[src/rtl/uart_rx_pkg.sv]
// uart_rx_pkg -- shared definitions for the UART receiver.
//   rx_state_e        : receiver FSM state encoding
//   DATA_BITS         : data bits per frame
//   PRESCALE_8/16/32  : the legal oversampling ratios
//   prescale_legal()  : true for a legal oversampling ratio
//   majority3()       : 2-of-3 vote used for bit sampling
package uart_rx_pkg;

  localparam int DATA_BITS   = 8;
  localparam int PRESCALE_8  = 8;
  localparam int PRESCALE_16 = 16;
  localparam int PRESCALE_32 = 32;

  typedef enum logic [2:0] {
    IDLE   = 3'd0,
    START  = 3'd1,
    DATA   = 3'd2,
    PARITY = 3'd3,
    STOP   = 3'd4
  } rx_state_e;

  function automatic logic prescale_legal(input logic [31:0] p);
    return (p == PRESCALE_8) || (p == PRESCALE_16) || (p == PRESCALE_32);
  endfunction

  function automatic logic majority3(input logic a, input logic b, input logic c);
    return (a & b) | (a & c) | (b & c);
  endfunction

endpackage

[src/rtl/uart_rx_fsm_edge_bit_counter.sv]
// edge_bit_counter -- per-bit oversampling counter and 3-sample majority voter.
// Ports:
//   clk_i, rst_ni   : clock, asynchronous active-low reset
//   start_i         : start detected; capture prescale_i and clear the counter
//   run_i           : a frame is in progress; count edges and sample
//   rx_i            : serial line
//   prescale_i      : oversampling ratio (captured only on start_i)
//   bit_end_o       : counter is at the last edge (P-1) of the current bit
//   sampled_bit_o   : majority of the samples at edges P/2-1, P/2, P/2+1
//   valid_o         : one-cycle strobe at edge P/2+2, sampled_bit_o is fresh
module edge_bit_counter
  import uart_rx_pkg::*;
#(
  parameter int PRESCALE_W = 6
) (
  input  logic                  clk_i,
  input  logic                  rst_ni,
  input  logic                  start_i,
  input  logic                  run_i,
  input  logic                  rx_i,
  input  logic [PRESCALE_W-1:0] prescale_i,
  output logic                  bit_end_o,
  output logic                  sampled_bit_o,
  output logic                  valid_o
);

  logic [PRESCALE_W-1:0] presc_q;
  logic [PRESCALE_W-1:0] cnt_q;
  logic [PRESCALE_W-1:0] half;
  logic                  s0_q, s1_q, bit_q, valid_q;

  assign half      = presc_q >> 1;
  assign bit_end_o = (cnt_q == presc_q - 1'b1);

  always_ff @(posedge clk_i or negedge rst_ni) begin
    if (!rst_ni) begin
      presc_q <= PRESCALE_W'(PRESCALE_8);
      cnt_q   <= '0;
      s0_q    <= 1'b0;
      s1_q    <= 1'b0;
      bit_q   <= 1'b0;
      valid_q <= 1'b0;
    end else begin
      valid_q <= 1'b0;
      if (start_i) begin
        // An illegal ratio falls back to 8 so the counter always wraps sanely.
        presc_q <= prescale_legal(32'(prescale_i)) ? prescale_i
                                                   : PRESCALE_W'(PRESCALE_8);
        cnt_q   <= '0;
      end else if (run_i) begin
        cnt_q <= bit_end_o ? '0 : cnt_q + 1'b1;
        if (cnt_q == half - 1'b1) s0_q <= rx_i;
        if (cnt_q == half)        s1_q <= rx_i;
        if (cnt_q == half + 1'b1) begin
          bit_q   <= majority3(s0_q, s1_q, rx_i);
          valid_q <= 1'b1;
        end
      end
    end
  end

  assign sampled_bit_o = bit_q;
  assign valid_o       = valid_q;

endmodule

[src/rtl/uart_rx_fsm.sv]
// uart_rx_fsm -- UART receiver: start/data/parity/stop FSM and deserializer.
// Optional feature: define UART_RX_SYNC_EN to pass RX_IN through a 2-flop
// synchronizer (reset value 1) first; this adds 2 cycles to every latency.
// Ports:
//   CLK          : oversampling clock
//   RST          : asynchronous active-low reset
//   RX_IN        : serial line, idle high
//   Prescale     : oversampling ratio (8, 16 or 32), captured at start detect
//   PAR_EN       : frame carries a parity bit
//   par_err      : registered verdict of the external parity checker
//   sampled_bit  : majority-voted bit value
//   valid        : one-cycle strobe, sampled_bit is valid
//   par_chk_en   : high throughout the PARITY state
//   data         : deserializer shift register (to the parity checker)
//   P_DATA       : last good byte, held until the next good frame
//   data_valid   : one-cycle pulse, good frame delivered
//   stp_err      : one-cycle pulse, stop bit sampled 0
module uart_rx_fsm
  import uart_rx_pkg::*;
#(
  parameter int PRESCALE_W = 6
) (
  input  logic                  CLK,
  input  logic                  RST,
  input  logic                  RX_IN,
  input  logic [PRESCALE_W-1:0] Prescale,
  input  logic                  PAR_EN,
  input  logic                  par_err,
  output logic                  sampled_bit,
  output logic                  valid,
  output logic                  par_chk_en,
  output logic [7:0]            data,
  output logic [7:0]            P_DATA,
  output logic                  data_valid,
  output logic                  stp_err
);

  logic rx_s;

`ifdef UART_RX_SYNC_EN
  logic [1:0] sync_q;
  always_ff @(posedge CLK or negedge RST) begin
    if (!RST) sync_q <= 2'b11;
    else      sync_q <= {sync_q[0], RX_IN};
  end
  assign rx_s = sync_q[1];
`else
  assign rx_s = RX_IN;
`endif

  rx_state_e  state_q, state_d;
  logic [2:0] bit_cnt_q;
  logic [7:0] data_q, p_data_q;
  logic       par_chk_en_q, data_valid_q, stp_err_q;
  logic       bit_end, smp_bit, smp_valid, start_det, running;

  assign running = (state_q != IDLE);
  // Covers both IDLE->START and the back-to-back STOP->START path.
  assign start_det = (state_d == START) && (state_q != START);

  edge_bit_counter #(.PRESCALE_W(PRESCALE_W)) u_cnt (
    .clk_i         (CLK),
    .rst_ni        (RST),
    .start_i       (start_det),
    .run_i         (running),
    .rx_i          (rx_s),
    .prescale_i    (Prescale),
    .bit_end_o     (bit_end),
    .sampled_bit_o (smp_bit),
    .valid_o       (smp_valid)
  );

  always_comb begin
    state_d = state_q;
    case (state_q)
      IDLE:   if (!rx_s) state_d = START;
      START: begin
        // A start bit that votes high is a glitch: drop back to IDLE.
        if (smp_valid && smp_bit) state_d = IDLE;
        else if (bit_end)         state_d = DATA;
      end
      DATA:   if (bit_end && (bit_cnt_q == 3'(DATA_BITS - 1)))
                state_d = PAR_EN ? PARITY : STOP;
      PARITY: if (bit_end) state_d = STOP;
      STOP:   if (bit_end) state_d = rx_s ? IDLE : START;
      default: state_d = IDLE;
    endcase
  end

  always_ff @(posedge CLK or negedge RST) begin
    if (!RST) begin
      state_q      <= IDLE;
      bit_cnt_q    <= '0;
      data_q       <= '0;
      p_data_q     <= '0;
      par_chk_en_q <= 1'b0;
      data_valid_q <= 1'b0;
      stp_err_q    <= 1'b0;
    end else begin
      state_q      <= state_d;
      par_chk_en_q <= (state_d == PARITY);
      data_valid_q <= 1'b0;
      stp_err_q    <= 1'b0;
      if (start_det)                   bit_cnt_q <= '0;
      else if (state_q == DATA && bit_end) bit_cnt_q <= bit_cnt_q + 1'b1;
      // Right shift: the LSB, sent first, ends up in data[0].
      if (state_q == DATA && smp_valid) data_q <= {smp_bit, data_q[7:1]};
      if (state_q == STOP && bit_end) begin
        if (!smp_bit) begin
          stp_err_q <= 1'b1;
        end else if (!PAR_EN || !par_err) begin
          data_valid_q <= 1'b1;
          p_data_q     <= data_q;
        end
      end
    end
  end

  assign sampled_bit = smp_bit;
  assign valid       = smp_valid;
  assign par_chk_en  = par_chk_en_q;
  assign data        = data_q;
  assign P_DATA      = p_data_q;
  assign data_valid  = data_valid_q;
  assign stp_err     = stp_err_q;

endmodule

[config.mk]
export PLATFORM = sky130hd
export DESIGN_NAME = uart_rx_fsm
export DESIGN_NICKNAME = d
export VERILOG_FILES = /design/src/rtl/uart_rx_pkg.sv /design/src/rtl/uart_rx_fsm_edge_bit_counter.sv /design/src/rtl/uart_rx_fsm.sv
export SDC_FILE = /design/constraint.sdc
export NUM_CORES = 1
export LEC_CHECK = 0
export ABC_AREA = 1
export BUFFER_PORTS_ARGS = -buffer_cell sky130_fd_sc_hd__clkbuf_2
export CAP_MARGIN = 25
export CORE_MARGIN = 10
export CORE_UTILIZATION = 44
export DETAILED_ROUTE_END_ITERATION = 8
export SYNTH_ARGS = -nofsm -noshare
export SYNTH_HDL_FRONTEND = slang
export SYNTH_SLANG_ARGS = --single-unit
[constraint.sdc]
create_clock -name CLK -period 2.5 [get_ports CLK]
set_clock_uncertainty 0.1 [all_clocks]
set_input_delay 0.125 -clock CLK [delete_from_list [all_inputs] [get_ports CLK]]
set_output_delay 0.125 -clock CLK [all_outputs]
set_load 0.01 [all_outputs]
* Word-level counts from Yosys, hierarchy flattened
Cells that the tools add are included.
Word-level totals: memory bits (read-only) 0, memories 0, register bits 41, input bits 11, bits in latches 0, memory bits (writable) 0
Operators by class: divide/modulo/power cells 0, mux-type cells 23, $mul 0, bitwise operators 6, add/sub/neg operators 5, equal/unequal tests 15, shift-type cells 0, $lt $le $gt $ge 0, reductions and logical operators 19
Operators by type and width (number):
- $mux W3 | 9
- $mux W6 | 4
- $eq A6 B6 Y1 | 3
- $pmux W3 S5 | 1
- $reduce_and A3 Y1 | 4
- $eq A3 B2 Y1 const B | 3
- $mux W1 | 9
- $add A5 B1 Y6 const B | 1
- $add A6 B1 Y6 const B | 1
- $eq A3 B1 Y1 const B | 2
- $eq A3 B3 Y1 const B | 2
- $eq A6 B4 Y1 const B | 1
- $eq A6 B5 Y1 | 1
- $eq A6 B5 Y1 const B | 1
- $eq A6 B6 Y1 const B | 1
- $logic_and A1 B1 Y1 | 6
- $sub A5 B1 Y6 const B | 1
- $sub A6 B1 Y6 const B | 1
- $reduce_bool A2 Y1 | 2
- $add A3 B1 Y3 const B | 1
- $and A1 B1 Y1 | 3
- $logic_not A3 Y1 | 1
- $logic_or A1 B1 Y1 | 3
- $ne A3 B1 Y1 const B | 1
- other kinds (4) | 6

* Logic depth before layout (Yosys ltp)
Gate-level depths: netlist of run 1.
word-level depth 9, gate-level depth with buffers 15, depth with buffers taken out 15

* Hierarchy
Synthesis of run 1 repeated with hierarchy kept, for this count alone.
Second synthesis, totals: cells, all modules 365, area total of the unflattened synthesis 2549.9 µm²
Modules (own cells, without submodules):
- edge_bit_counter | cells an instance 235, sequential area each 401.6 µm², area each 1416.4 µm², times used 1
- uart_rx_fsm | cells an instance 130, sequential area each 625.6 µm², area each 1133.6 µm², times used 1

* Worst setup path before layout of run 1
No wires, ideal clock.
path kind reg-to-reg, from register u_cnt.presc_q[1], to register p_data_q[5], in the netlist P_DATA[5], path slack 0.524 ns, data required time 2.282 ns, buffers on the path 1, arrival time 1.758 ns, cell stages (with the launch flop) 15, cells stage by stage dfrtp_1 > inv_1 > ha_1 > inv_1 > nand2_1 > nand2_1 > nor2_1 > nand3_2 > nor2_4 > nand3_2 > inv_2 > nand3_4 > buf_6 > nand2_1 > o21ai_2
On the way: cells in the longest elaborated chain, start to end 4
Ends and longest elaborated chain:
- start: declaration | line uart_rx_fsm_edge_bit_counter.sv:27 | logic [PRESCALE_W-1:0] presc_q;
- start signal: assignment | line uart_rx_fsm_edge_bit_counter.sv:37 | presc_q <= PRESCALE_W'(PRESCALE_8);
- start signal: assignment | line uart_rx_fsm_edge_bit_counter.sv:47 | presc_q <= prescale_legal(32'(prescale_i)) ? prescale_i
- $sub A6 B1 Y6 | line uart_rx_fsm_edge_bit_counter.sv:33 | assign bit_end_o = (cnt_q == presc_q - 1'b1);
- $eq A6 B6 Y1 | line uart_rx_fsm_edge_bit_counter.sv:33
- $logic_and A1 B1 Y1 | line uart_rx_fsm.sv:108 | if (state_q == STOP && bit_end) begin
- $reduce_and A3 Y1 (no source line)
- end signal: assignment | line uart_rx_fsm.sv:113 | p_data_q <= data_q;
- end: declaration | line uart_rx_fsm.sv:53 | logic [7:0] data_q, p_data_q;
No other way between the ends. A chain may end at the register's enable or synchronous reset.

* Worst setup path in the final report of run 1
from register u_cnt.presc_q[1], to register p_data_q[6], in the netlist P_DATA[6]
Same word-level chain as after synthesis.

==> flow_metrics.tcl, run 1 <==
set metrics [dict create \
    status "completed" \
    rr_startpoint "u_cnt.presc_q[1]" \
    diodes 0 \
    final_antenna_net_count 0 \
    ys.flop_type "dfrtp_1" \
    cts_buffers 5 \
    cp-end-kind "flop" \
    fin_ws_ns 0.3676 \
    slowest_delay_ns 0.42 \
    die_area_um2 8815 \
    ys_seq_area_share_pct 42.76 \
    wirelength_mm 5.397 \
    hpwl_mm 4.249 \
    hold_buffers 1 \
    p_leak_nw 1.443 \
    gr-usage-all-layers_pct 12.81 \
    synth_edf_count 0 \
    die_w_um 93.89 \
    core_area_um2 5205 \
    place_worst_setup_slack_ns 0.3495 \
    holdWs_ns 0.03551 \
    cpMostUsedCell "nand2_1" \
    num-nets-final 365 \
    clkPwrFrac_pct 23.4 \
    yosys-top-cells-count "nand2_1 (90), dfrtp_1 (40), inv_1 (36)" \
    synth-seq-cells 41 \
    max_freq_mhz 469.0 \
    grt-busiest-layer "met2" \
    ioPinCount 32 \
    slew_headroom_pct 48.22 \
    p_switching_mw 0.9340 \
    routedWlPerCell_um 12.91 \
    powerDensity_nw_per_um2 860.1 \
    cp_slowest_cell "dfrtp_1" \
    synthArstFlopShare_pct 100.0 \
    peakVddDrop_v 0.0004074 \
    fin_cells 418 \
    slew_viol_final 0 \
    syn_area_per_cell_um2 7.724 \
    setup_viol 0 \
    clock_latency_ns 0.29 \
    period_share_pct 85.30 \
    seqPwrFrac_pct 39.5 \
    ys_types 33 \
    avgViaCountPerCell 4.880 \
    grtUsageMet3_pct 3.038 \
    critPathTopFamily "simple AND/OR/NAND/NOR gates" \
    postCtsSetupBuffers 0 \
    die_h_um 93.89 \
    synthesis.instances 311 \
    antenna_found_initial 0 \
    clock_path_buffers 2 \
    yosysWarnings 0 \
    synth.top_cell.area_share_pct 41.67 \
    p_sw_share_pct 39.38 \
    rsz0062_at_grt "false" \
    finalCriticalPeriod_ns 2.132 \
    overflow 0 \
    place_inst 409 \
    firstDrtPassIters 4 \
    synth.net_count 329 \
    cts_tree "built" \
    area_growth_pct 14.79 \
    root_buffer "clkbuf_8" \
    gp_congestion 0.8438 \
    num_vias 2040 \
    tns_ns 0 \
    syn_area_um2 2402 \
    hold_path.class "input port to flop" \
    startpoint_type "flop" \
    path_max_fanout 16 \
    cts.sinks 41 \
    grt_pass1_wl_mm 9.280 \
    synth_area_leaders "dfrtp_1 (42%), nand2_1 (14%), inv_1 (5.6%)" \
    drc 0 \
    crit_required_ns 2.58 \
    internal-power_mw 1.438 \
    start_util_pct 46.15 \
    finalHoldViolations 0 \
    layout-drive-gt1-share_pct 19.25 \
    synth.most_common_cell "nand2_1" \
    tightest_slew_ns 0.7767 \
    drt_iter0_drc 113 \
    rows 26 \
    crit_start "u_cnt.presc_q[1]" \
    htreeDepth 2 \
    yosysTopAreaCell "dfrtp_1" \
    globalRouteMet2Util_pct 21.08 \
    path_clk_slew_ns 0.08 \
    cp_num_buf_inv 3 \
    combPwrFrac_pct 37.1 \
    drv_cap 0 \
    ctsResizeCount 0 \
    io_buffers 31 \
    worstPathArrival_ns 2.22 \
    crit_type "flop to flop" \
    grt_pass1_vias 1984 \
    grt_max_degree 32 \
    crit_path_cell_trace "inv_1, ha_1, inv_1, nand2_1, nand2_1, nor2_1, nand3_2, nor2_4, nand3_2, inv_2, nand3_4, nand2_1, o21ai_2" \
    worstHoldStart "Prescale[3]" \
    met1_usage_pct 16.48 \
]
==> cell families (layout without fill, tap and decap cells) <==
| family | after synthesis | in the layout | share of synthesized area, % |
|---|---|---|---|
| simple gates | 168 | 168 | 31.46 |
| buf+inv | 50 | 87 | 8.542 |
| flops | 41 | 41 | 42.76 |
| compound gates | 28 | 28 | 7.240 |
| xor+xnor | 15 | 15 | 5.469 |
| fa+ha+maj | 8 | 8 | 4.062 |
| mux | 1 | 1 | 0.4687 |
==> path summary, 6_finish.rpt <==
check                                        end  cells past startpoint  slack, ns
max in group asynchronous                data[7]                      3       1.37
worst max-delay path                   P_DATA[6]                     13       0.37
worst max register to register         P_DATA[6]                     13       0.37
min in group asynchronous             u_cnt.s0_q                      2       0.34
worst min register to register        u_cnt.s0_q                      2       0.39
worst min-delay path            u_cnt.presc_q[3]                      3       0.04
==> registers in the layout (all words and copies together) (netlist names), 3 cells and up <==
register       count
u_cnt.presc_q      6
data               8
state_q            3
u_cnt.cnt_q        6
bit_cnt_q          3
P_DATA             8
==> cells in the final DEF (no fill, tap or decap), drive strengths merged <==
master	instances
nand4	9
clkbuf	37
xor2	7
nor4	1
bufinv	1
nand3b	2
nand2	93
mux2	1
clkinvlp	1
dfstp	1
o21ai	24
dlygate4sd3	1
nor2	33
inv	43
nand3	28
a2111oi	1
a31oi	1
xnor2	8
dfrtp	40
nor3	2
o211ai	1
maj3	1
ha	7
buf	3
a21oi	1
clkinv	1
==> area by class of cell <==
| cell class | instances | area [um2] |
|---|---|---|
| well taps | 70 | 87.58 |
| repair buffers | 35 | 187.7 |
| multi-input cells | 220 | 1170 |
| fillers | 526 | 2447 |
| clock buffers | 6 | 82.58 |
| clock inverters | 2 | 37.54 |
| inverters | 44 | 165.2 |
| flip-flops and latches | 41 | 1027 |
==> worst reg2reg max path, delay by kind of cell, from the launching register on <==
| family | cells | cell delay [ns] |
|---|---|---|
| and+or+nand+nor | 8 | 0.88 |
| DFF | 1 | 0.42 |
| adders and majority gates | 1 | 0.31 |
| buffers and inverters | 3 | 0.27 |
| AOI/OAI and AO/OA | 1 | 0.06 |
==> routing by layer <==
metal  up-vias  routed length, um  share of wire [%]
li1       1066                  -                  -
met1       935               2597                 48
met2        34               2531                 47
met3         5                227                4.2
met4         0                 41               0.76
met5         -                  0                  0
==> per-stage QoR <==
stage | power [mW] | util [%] | area (um2)
4_1_cts | 2.391 | 52.98 | 2758
2_1_floorplan | 1.591 | - | 2402
3_5_place_dp | 1.826 | 50.48 | 2628
3_3_place_gp | 1.823 | 50.48 | 2628
6_report | 2.372 | 52.98 | 2758
5_1_grt | 2.565 | 52.98 | 2758
==> power groups by stage <==
stage	clock network, mW	registers [mW]	logic, mW
2_1_floorplan	0	0.887	0.704
3_3_place_gp	0	0.949	0.874
3_5_place_dp	0	0.947	0.879
4_1_cts	0.572	0.936	0.884
5_1_grt	0.599	0.959	1.01
6_report	0.556	0.937	0.879
Note: power is estimated with default switching activity, not from simulation.
==> run 2: changes to the inputs <==
CTS_CLUSTER_DIAMETER = 200   (was not set)
RECOVER_POWER = 100   (was not set)
==> run 2 against run 1 <==
  * The run now ends with max-capacitance violations, max-slew violations left
  * Setup slack better by 0.0021 ns
  * Worst hold slack better by 0.0035 ns
  * Clock-buffer cell count is the same
  * Cell count did not move
  * Non-clock buffer count did not move
  * Die area stayed put
  * Power shrank 0.57%
  * Sequential share of layout area up 0.83 points
  * Design area shrank 2.2%
  * Global-route usage is the same
  * Via count increased by 0.98%
  * Register-to-register slack about the same
  * Critical path type unchanged
  * Largest power group unchanged
  * Highest routed layer unchanged
==> flow_metrics.tcl, run 2 (same netlist as run 1, synthesis figures left out) <==
set metrics [dict create \
    place_worst_setup_slack_ns 0.3495 \
    worstPathArrival_ns 2.21 \
    start_util_pct 46.15 \
    hpwl_mm 4.249 \
    gp_congestion 0.8438 \
    ioPinCount 32 \
    cp_slowest_cell "dfrtp_1" \
    met1_usage_pct 16.48 \
    crit_required_ns 2.58 \
    cpMostUsedCell "nand2_1" \
    die_area_um2 8815 \
    drt_iter0_drc 113 \
    grt_pass1_vias 1984 \
    die_h_um 93.89 \
    cts.sinks 41 \
    num-nets-final 365 \
    drc 0 \
    layout-drive-gt1-share_pct 9.770 \
    diodes 0 \
    io_buffers 31 \
    register_area_um2 1027 \
    avgViaCountPerCell 4.928 \
    slew_headroom_pct -12.65 \
    antenna_found_initial 0 \
    area_growth_pct 12.29 \
    crit_type "flop to flop" \
    path_clk_slew_ns 0.08 \
    startpoint_type "flop" \
    drv_cap 1 \
    htreeDepth 2 \
    path_max_fanout 18 \
    multiInputGateArea_um2 1145 \
    slew_viol_final 32 \
    cp-end-kind "flop" \
    wirelength_mm 5.423 \
    finalHoldViolations 0 \
    overflow 0 \
    critPathTopFamily "simple AND/OR/NAND/NOR gates" \
    final_common_cell "nand2_1" \
    slowest_delay_ns 0.42 \
    root_buffer "clkbuf_8" \
    gr-usage-all-layers_pct 12.81 \
    tightest_slew_ns 1.690 \
    period_share_pct 85.21 \
    cts_buffers 5 \
    cp_num_buf_inv 3 \
    peakVddDrop_v 0.0004097 \
    grt_pass1_wl_mm 9.280 \
    routedWlPerCell_um 12.97 \
    powerDensity_nw_per_um2 874.2 \
    grt_max_degree 32 \
    setup_viol 0 \
    fillCellCount 543 \
    die_w_um 93.89 \
    rows 26 \
    tns_ns 0 \
    crit_path_cell_trace "inv_1, ha_1, inv_1, nand2_1, nand2_1, nand2_1, nand2_1, nand2_1, nor2_4, nand3_2, nand2_1, nand2_4, inv_1, nor2_1" \
    firstDrtPassIters 4 \
    p_leak_nw 1.349 \
    fin_ws_ns 0.3697 \
    status "finished with violations" \
    clock_path_buffers 2 \
    finalCriticalPeriod_ns 2.130 \
    rsz0062_at_grt "false" \
    final_antenna_net_count 0 \
    core_area_um2 5205 \
    grtUsageMet3_pct 3.038 \
    clock_latency_ns 0.29 \
    grt-busiest-layer "met2" \
    cts_tree "built" \
    failed_checks "max-capacitance violations, max-slew violations" \
    num_vias 2060 \
    max_freq_mhz 469.4 \
    final_cell_mix "nand2_1 (91), dfrtp_1 (40), inv_1 (37)" \
    globalRouteMet2Util_pct 21.08 \
    hold_path.class "input port to flop" \
]
-- run 2: routing by layer --
| metal | share of wire [%] | up-vias | wire, um |
|---|---|---|---|
| met1 | 49 | 958 | 2643 |
| met3 | 3.4 | 5 | 187 |
| met4 | 0.76 | 0 | 41 |
| met2 | 47 | 32 | 2550 |
| li1 | - | 1065 | - |
| met5 | 0 | - | 0 |
-- run 2: final timing paths --
path	slack [ns]	startpoint	cells past startpoint	end
worst max register to register	0.37	u_cnt.presc_q[1]	14	bit_cnt_q[0]
min in group asynchronous	0.70	RST	2	u_cnt.s0_q
worst min-delay path	0.04	Prescale[4]	3	u_cnt.presc_q[4]
worst max-delay path	0.37	u_cnt.presc_q[1]	14	bit_cnt_q[0]
worst min register to register	0.39	u_cnt.s0_q	2	u_cnt.s0_q
max in group asynchronous	0.62	RST	2	u_cnt.presc_q[1]
-- run 2: tightest hold or removal path, delay by kind of cell --
| kind | cells | cell delay, ns |
|---|---|---|
| AO/OA/AOI/OAI | 1 | 0.07 |
| AND/OR/NAND/NOR | 1 | 0.10 |
| buffers and inverters | 1 | 0.10 |
-- run 2: where the power goes --
group	switching (mW)	leakage, nW	internal (mW)
combinational	0.536	0.737	0.329
sequential	0.164	0.555	0.774
clock	0.231	0.0574	0.325
-- run 2: final cells by class --
cell class | instances | share of cell area, %
clock inverter | 2 | 1.391
clock buffer | 6 | 3.061
sequential | 41 | 38.08
multi-input combinational | 220 | 42.44
tap | 70 | 3.247
timing repair buffer | 35 | 5.659
inverter | 44 | 6.122
-- run 2: through the flow --
| stage | power [mW] | std cells | utilization (%) | hold slack, ns | instance area (um2) |
|---|---|---|---|---|---|
| 2_1_floorplan | 1.591 | 311 | - | -0.2706 | 2402 |
| 3_3_place_gp | 1.823 | 409 | 50.48 | 0.1588 | 2628 |
| 3_5_place_dp | 1.826 | 409 | 50.48 | 0.1544 | 2628 |
| 4_1_cts | 2.391 | 418 | 52.98 | 0.02909 | 2758 |
| 5_1_grt | 2.550 | 418 | 51.83 | 0.06088 | 2698 |
| 6_report | 2.358 | 418 | 51.83 | 0.03900 | 2698 |
-- run 2: timing repair --
| item | in CTS | in global routing |
|---|---|---|
| setup buffers | 0 | 0 |
| gates resized for setup | 0 | 0 |
| endpoints found under the hold margin | 28 | 0 |
| hold buffers | 1 | 0 |
